[config.mk]
export PLATFORM = sky130hd
export DESIGN_NAME = stream_out_vector_ping_pong_flat
export DESIGN_NICKNAME = d
export VERILOG_FILES = /design/src/rtl/stream_out_vector_ping_pong_if.sv /design/src/rtl/stream_out_vector_ping_pong.sv /design/src/flat_wrapper.sv
export SDC_FILE = /design/constraint.sdc
export NUM_CORES = 1
export LEC_CHECK = 0
export CAP_MARGIN = 25
export CORE_ASPECT_RATIO = 1.5
export CORE_UTILIZATION = 57
export CTS_BUF_LIST = sky130_fd_sc_hd__clkbuf_16
export CTS_CLUSTER_DIAMETER = 120
export DETAILED_ROUTE_END_ITERATION = 10
export PLACE_DENSITY = 0.93
export SLEW_MARGIN = 5
export SYNTH_ARGS = -nofsm -noshare
export SYNTH_HDL_FRONTEND = slang
export SYNTH_SLANG_ARGS = --single-unit
[constraint.sdc]
create_clock -name clk -period 2.4 [get_ports clk]
set_input_delay 0.48 -clock clk [delete_from_list [all_inputs] [get_ports clk]]
set_output_delay 0.48 -clock clk [all_outputs]
set_load 0.01 [all_outputs]
[src/rtl/stream_out_vector_ping_pong_if.sv]
// Element stream produced by the vector ping-pong buffer: valid/ready handshake plus
// element data, its index within the vector and an end-of-vector marker.
interface stream_out_vector_ping_pong_if #(
    parameter int unsigned BITS = 8,
    parameter int unsigned N    = 3
);
    localparam int unsigned IDX_BITS = $clog2(N);

    logic                out_valid;
    logic                out_ready;
    logic [BITS-1:0]     out_data;
    logic [IDX_BITS-1:0] out_index;
    logic                out_last;

    modport master (
        output out_valid,
        output out_data,
        output out_index,
        output out_last,
        input  out_ready
    );

    modport slave (
        input  out_valid,
        input  out_data,
        input  out_index,
        input  out_last,
        output out_ready
    );
endinterface

[src/rtl/stream_out_vector_ping_pong.sv]
// Accepts whole N-element vectors on a one-cycle pulse and streams them out element by element,
// double-buffered (active + pending bank) because the upstream cannot be stalled.
module stream_out_vector_ping_pong #(
    parameter int unsigned BITS     = 8,
    parameter int unsigned N        = 3,
    parameter int unsigned CNT_BITS = 8
) (
    input  logic                         clk,
    input  logic                         reset,
    input  logic                         in_valid,
    input  logic [BITS-1:0]              in_vec [N],
    input  logic                         clear_overflow,
    output logic                         busy,
    output logic                         overflow,
    output logic [CNT_BITS-1:0]          drop_count,
    stream_out_vector_ping_pong_if.master out
);
    localparam int unsigned IDX_BITS = $clog2(N);
    localparam logic [IDX_BITS-1:0] LAST_IDX = IDX_BITS'(N - 1);
    localparam logic [CNT_BITS-1:0] CNT_MAX  = {CNT_BITS{1'b1}};

    typedef enum logic [0:0] {StIdle, StStream} state_e;

    state_e              state_q, state_d;
    logic [IDX_BITS-1:0] idx_q, idx_d;
    logic [BITS-1:0]     act_q [N];
    logic [BITS-1:0]     act_d [N];
    logic [BITS-1:0]     pend_q [N];
    logic [BITS-1:0]     pend_d [N];
    logic                pend_v_q, pend_v_d;
    logic                overflow_q, overflow_d;
    logic [CNT_BITS-1:0] drop_count_q, drop_count_d;

    logic act_v;
    logic fire;
    logic act_free;
    logic drop;

    assign act_v = (state_q == StStream);
    assign fire  = act_v & out.out_ready;

    always_ff @(posedge clk) begin
        if (reset) begin
            state_q      <= StIdle;
            idx_q        <= '0;
            pend_v_q     <= 1'b0;
            overflow_q   <= 1'b0;
            drop_count_q <= '0;
            for (int i = 0; i < N; i++) begin
                act_q[i]  <= '0;
                pend_q[i] <= '0;
            end
        end else begin
            state_q      <= state_d;
            idx_q        <= idx_d;
            pend_v_q     <= pend_v_d;
            overflow_q   <= overflow_d;
            drop_count_q <= drop_count_d;
            act_q        <= act_d;
            pend_q       <= pend_d;
        end
    end

    always_comb begin
        state_d      = state_q;
        idx_d        = idx_q;
        act_d        = act_q;
        pend_d       = pend_q;
        pend_v_d     = pend_v_q;
        overflow_d   = overflow_q;
        drop_count_d = drop_count_q;
        act_free     = !act_v;
        drop         = 1'b0;

        // End-of-vector decision first; acceptance below sees the resulting bank occupancy.
        if (fire) begin
            if (idx_q == LAST_IDX) begin
                idx_d = '0;
                if (pend_v_q) begin
                    act_d    = pend_q;
                    pend_v_d = 1'b0;
                end else begin
                    state_d  = StIdle;
                    act_free = 1'b1;
                end
            end else begin
                idx_d = idx_q + IDX_BITS'(1);
            end
        end

        if (in_valid) begin
            if (act_free) begin
                act_d   = in_vec;
                state_d = StStream;
                idx_d   = '0;
            end else if (!pend_v_d) begin
                pend_d   = in_vec;
                pend_v_d = 1'b1;
            end else begin
                drop = 1'b1;
            end
        end

        if (clear_overflow) begin
            overflow_d   = 1'b0;
            drop_count_d = '0;
        end

        // A drop in the clearing cycle still counts, starting again from one.
        if (drop) begin
            overflow_d = 1'b1;
            if (clear_overflow) begin
                drop_count_d = CNT_BITS'(1);
            end else if (drop_count_q != CNT_MAX) begin
                drop_count_d = drop_count_q + CNT_BITS'(1);
            end
        end
    end

    always_comb begin
        out.out_valid = act_v;
        out.out_data  = act_q[idx_q];
        out.out_index = idx_q;
        out.out_last  = act_v && (idx_q == LAST_IDX);
        busy          = act_v | pend_v_q;
        overflow      = overflow_q;
        drop_count    = drop_count_q;
    end
endmodule

[src/flat_wrapper.sv]
// flat-port wrapper written by rule: the top's interface ports become plain ports
module stream_out_vector_ping_pong_flat 
#(
    parameter int unsigned BITS     = 8,
    parameter int unsigned N        = 3,
    parameter int unsigned CNT_BITS = 8
)
  (clk, reset, in_valid, in_vec, clear_overflow, busy, overflow, drop_count, out_out_valid, out_out_data, out_out_index, out_out_last, out_out_ready);
  stream_out_vector_ping_pong_if #(.BITS(BITS), .N(N)) out_i ();
  input  logic clk;
  input  logic reset;
  input  logic in_valid;
  input  logic [BITS-1:0] in_vec[N];
  input  logic clear_overflow;
  output logic busy;
  output logic overflow;
  output logic [CNT_BITS-1:0] drop_count;
  output wire logic [$bits(out_i.out_valid)-1:0] out_out_valid;
  output wire logic [$bits(out_i.out_data)-1:0] out_out_data;
  output wire logic [$bits(out_i.out_index)-1:0] out_out_index;
  output wire logic [$bits(out_i.out_last)-1:0] out_out_last;
  input wire logic [$bits(out_i.out_ready)-1:0] out_out_ready;
  assign out_out_valid = out_i.out_valid;
  assign out_out_data = out_i.out_data;
  assign out_out_index = out_i.out_index;
  assign out_out_last = out_i.out_last;
  assign out_i.out_ready = out_out_ready;
  stream_out_vector_ping_pong #(.BITS(BITS), .N(N), .CNT_BITS(CNT_BITS)) u_core (.clk(clk), .reset(reset), .in_valid(in_valid), .in_vec(in_vec), .clear_overflow(clear_overflow), .busy(busy), .overflow(overflow), .drop_count(drop_count), .out(out_i));
endmodule
* After elaboration in Yosys (flattened, before gate mapping) *
Index checks and enable logic that the tools add are counted.
W data, S select, Z words.

word-level totals
  logic and storage cells = 58
  register bits after elaboration = 61

operators by class
  eq/ne operators = 2
  $add $sub $neg = 2
  $lt $le $gt $ge = 1
  bitwise logic cells = 5
  mux-type cells = 33
  reductions and logical operators = 4

operators by type and width
  kind                   number
  $mux W24               5
  $mux W8                6
  $mux W1                17
  $bmux W8 S2            1
  $add A8 B1 Y8 const B  1
  $mux W2                4
  $ne A8 B8 Y1 const B   1
  $ge A3 B3 Y1 const B   1
  $not A2 Y3             1
  $reduce_and A3 Y1      1
  $add A2 B1 Y2 const B  1
  $eq A2 B2 Y1 const B   1
  $not A1 Y1             2
  $reduce_bool A2 Y1     1
  $and A1 B1 Y1          1
  $logic_and A1 B1 Y1    1
  $logic_not A1 Y1       1
  $or A1 B1 Y1           1

* Logic depth before layout (Yosys ltp) *
  depth after elaboration = 7
  gate-level depth with buffers = 6
  depth with buffers taken out = 5

* Worst setup path before layout *
No wires, ideal clock.

  path kind = register to output
  start = reg u_core.idx_q[0], in the netlist u_core.out.out_index[0]
  end = out out_out_data[0]
  arrival time = 1.075 ns
  required time = 1.920 ns
  setup slack = 0.845 ns
  stages on the path, launching flop included = 4
  cell sequence = dfxtp_1 > buf_2 > mux2i_1 > o21ai_0

between the ends
  longest elaborated chain between the ends = 4

RTL lines
  what                                        RTL line                            source
  start: declaration                          stream_out_vector_ping_pong.sv:25   logic [IDX_BITS-1:0] idx_q, idx_d;
  start signal: assignment                    stream_out_vector_ping_pong.sv:55   idx_q <= idx_d;
  $not A2 Y3 (not written as such)            stream_out_vector_ping_pong.sv:122  out.out_data = act_q[idx_q];
  $bmux W8 S2                                 stream_out_vector_ping_pong.sv:122
  $mux W8 (not written as such) (2 in a row)  stream_out_vector_ping_pong.sv:122
  end: declaration                            flat_wrapper.sv:19                  output wire logic [$bits(out_i.out_data)-1:0] out_out_data;

No other way between the ends. The select of a mux whose other input is x is not followed.

* Final worst setup path *
  start = reg u_core.idx_q[0], in the netlist u_core.out.out_index[0]
  end = out out_out_data[1]

Same word-level chain as after synthesis.

==> results.ini <==
[run_status]
outcome = complete, no violations

[worst_hold_path]
hp-start = reset
hp-class = in -> reg

[finish]
drive_gt1_share_pct = 8.73
area_growth_pct = 29.7
nNetsFinal = 426
final_cells = 467
fillers = 325
diodes = 0

[floorplan]
core_area_um2 = 4890
die_y_um = 89.6
die_x_um = 60.4
rows = 31
die-area_um2 = 5420
io_pins = 51
initial_utilization_pct = 59.7

[clock_tree]
clkSinkCount = 61
cts_buffer_depth = 2
cts.clk_slew.worst_paths_ps = 60
h-tree-depth = 3
cts-root-buf = clkbuf_16
cts_tree = built
clk_latency_ps = 330
ctsHoldBuffers = 0
cts_buffers = 9

[synth]
synthDistinctLibCells = 38
async_flop_share_pct = 0
seq_area_frac_synth_pct = 41.8
synth_edf_count = 0
syn_nets = 384
synth_area_leader_cell = dfxtp_1
synth_area_um2 = 2920
ys_ff_latch = 61
synth_top_family_by_area = simple AND/OR/NAND/NOR gates
synth_xor_area_share_pct = 0.557
synth_compound_area_share_pct = 16.6
yosys.area.top_type_share_pct = 41.8
synthAdderAreaFrac_pct = 0.429
yosys.area_share.simple_pct = 31.5
netlist_top_cells_area = dfxtp_1, nand2_1, a311oi_1, nand4b_1, nand2b_1
muxShareOfSynthArea_pct = 3.77
synth_ff_type = dfxtp_1
synthCells = 354
yosys_warnings = 0
post_synth.cell_area_avg_um2 = 8.25

[routing]
drt_iter0_markers = 283
wl_um = 7450
post_drt_wl_per_cell_um = 16.0
vias = 2739
ant_nets = 0
dr.pass1.iters = 4
drc = 0
viasPerCell = 5.87

[placement]
gp_congestion = 0.877
hpwl_um = 4410
dp_slack_ps = 256
post-place-cells = 451
port_buffers = 50

[global_routing]
overflow = 0
first_global_vias = 2524
grt_max_degree = 78
grt_usage_pct = 28.9
grt_pass1_wl_um = 11700
antenna_found_initial = 0

[power]
total_power_uw = 2800
p_per_area_nw_per_um2 = 738
ir_drop_mv = 0.552
p_leak_uw = 0.00132

[timing]
min_period_over_period_pct = 94.9
skew_ps = 6.37
hold_viol = 0
slew_headroom_pct = 60.2
finalMaxSlewViolations = 0
fin_crit_ps = 2280
hold_ws_ps = 343
max_clock_freq_ghz = 0.439
setup_violations = 0
setup_tns_ps = 0
rsz0062_at_grt = no
max_slew.worst_pin.slew_ps = 596
finalWorstSetupSlack_ps = 122

[worst_setup_path]
startpoint_type = flop
worstSetupStartpoint = u_core.out.out_index[0]$_SDFF_PP0_
worst_ep_required_time_ps = 1920
cp-end-kind = output pin
crit_fanout = 7
critPathArrivalTime_ps = 1800
r2r_start = u_core.out.out_index[0]$_SDFF_PP0_
criticalPathCategory = reg -> out

[run]
maxCapViolCount = 0

[cell usage in the layout (no fill, tap or decap), drive strengths merged, types with 2 or more instances in the layout]
cell           Yosys  final
nor2b              2      2
nand2b            26     26
clkdlybuf4s50      0     48
buf               15     12
bufinv             0      2
or3                3      3
dfxtp             61     61
nor4               2      2
nor2              31     31
nor3               3      3
inv                3      4
clkinv             0      3
nand4b            24     24
clkbuf            15      9
mux2i             11     11
and3               2      2
or2                2      2
a311oi            24     24
nand2             61     61
o21ai             38     38
a21oi              8      8
nand3              6      6
and2               4      4
[through the flow]
step | util [%] | instance area, um2
after floorplan | - | 2920
after global placement | 70.8 | 3460
after detailed placement | 70.8 | 3460
after CTS | 77.4 | 3780
after global routing | 77.5 | 3790
final | 77.5 | 3790
[sequential cells by signal (all words and copies together) (netlist names)]
signal / flops
u_core.out.out_index: 2
u_core.overflow: 1
u_core.drop_count: 8
u_core.out.out_valid: 1
u_core.act_q: 24
u_core.pend_q: 24
u_core.pend_v_q: 1
[layer usage]
layer  global-route usage (%)  part of all wire [%]
met1                     35.0                    40
met2                     48.5                    52
met3                     4.01                   5.7
met4                     16.3                   1.8
met5                        0                     0
[power breakdown]
| group | internal (uW) | leakage, uW | switching [uW] | total, uW |
|---|---|---|---|---|
| registers | 1070 | 0.000500 | 38.6 | 1110 |
| clock network | 913 | 0.000156 | 474 | 1390 |
| logic | 149 | 0.000661 | 153 | 302 |
| total | 2130 | 0.00132 | 665 | 2800 |
[cell usage after synthesis (2+ instances only)]
library cell	instances
nand2b_1	26
nor2_1	31
a21oi_1	8
clkbuf_1	14
nor4_1	2
dfxtp_1	61
and2_1	3
buf_2	12
or3_1	3
a311oi_1	24
nand4b_1	24
o21ai_0	13
buf_4	3
nand3_1	6
inv_1	3
o21ai_1	25
nand2_1	61
nor2b_1	2
mux2i_1	11
or2_2	2
nor3_1	3
[worst max-delay path, stage by stage (launching register included)]
cell and delay, ps:
dfxtp_1 360, buf_4 200, mux2i_1 100, o21ai_0 220, clkdlybuf4s50_1 590
[worst paths after layout]
kind	to	slack, ps	cells after the start
hold / removal	u_core.drop_count[0]$_SDFF_PP0_	340	2
hold reg to reg	u_core.pend_q[8]$_SDFFE_PP0P_	470	2
setup / recovery	out_out_data[1]	120	4
setup reg to reg	u_core.act_q[15]$_SDFF_PP0_	670	6
[area by class of cell]
class	instances	area, um2	area share (%)
tap	66	82.6	2.18
multi-input combinational	260	1560	41.1
inverter	3	11.3	0.297
clock inverter	7	98.8	2.61
clock buffer	9	225	5.95
timing repair buffer	61	593	15.7
sequential	61	1220	32.2
[cell families (layout without fill, tap and decap cells)]
group                    count (synthesis)  after routing
AO/OA/AOI/OAI                           74             74
multiplexers                            11             11
buffers and inverters                   33             80
adder cells (fa/ha/maj)                  1              1
flip-flops                              61             61
AND/OR/NAND/NOR                        173            173
XOR/XNOR                                 1              1
[timing repair]
action                                 CTS  global route
setup buffers                            0             0
gates resized for setup                  0             1
endpoints found under the hold margin    0             0
setup endpoints to repair                0             1
No activity file was read; power rests on OpenSTA's default activity.
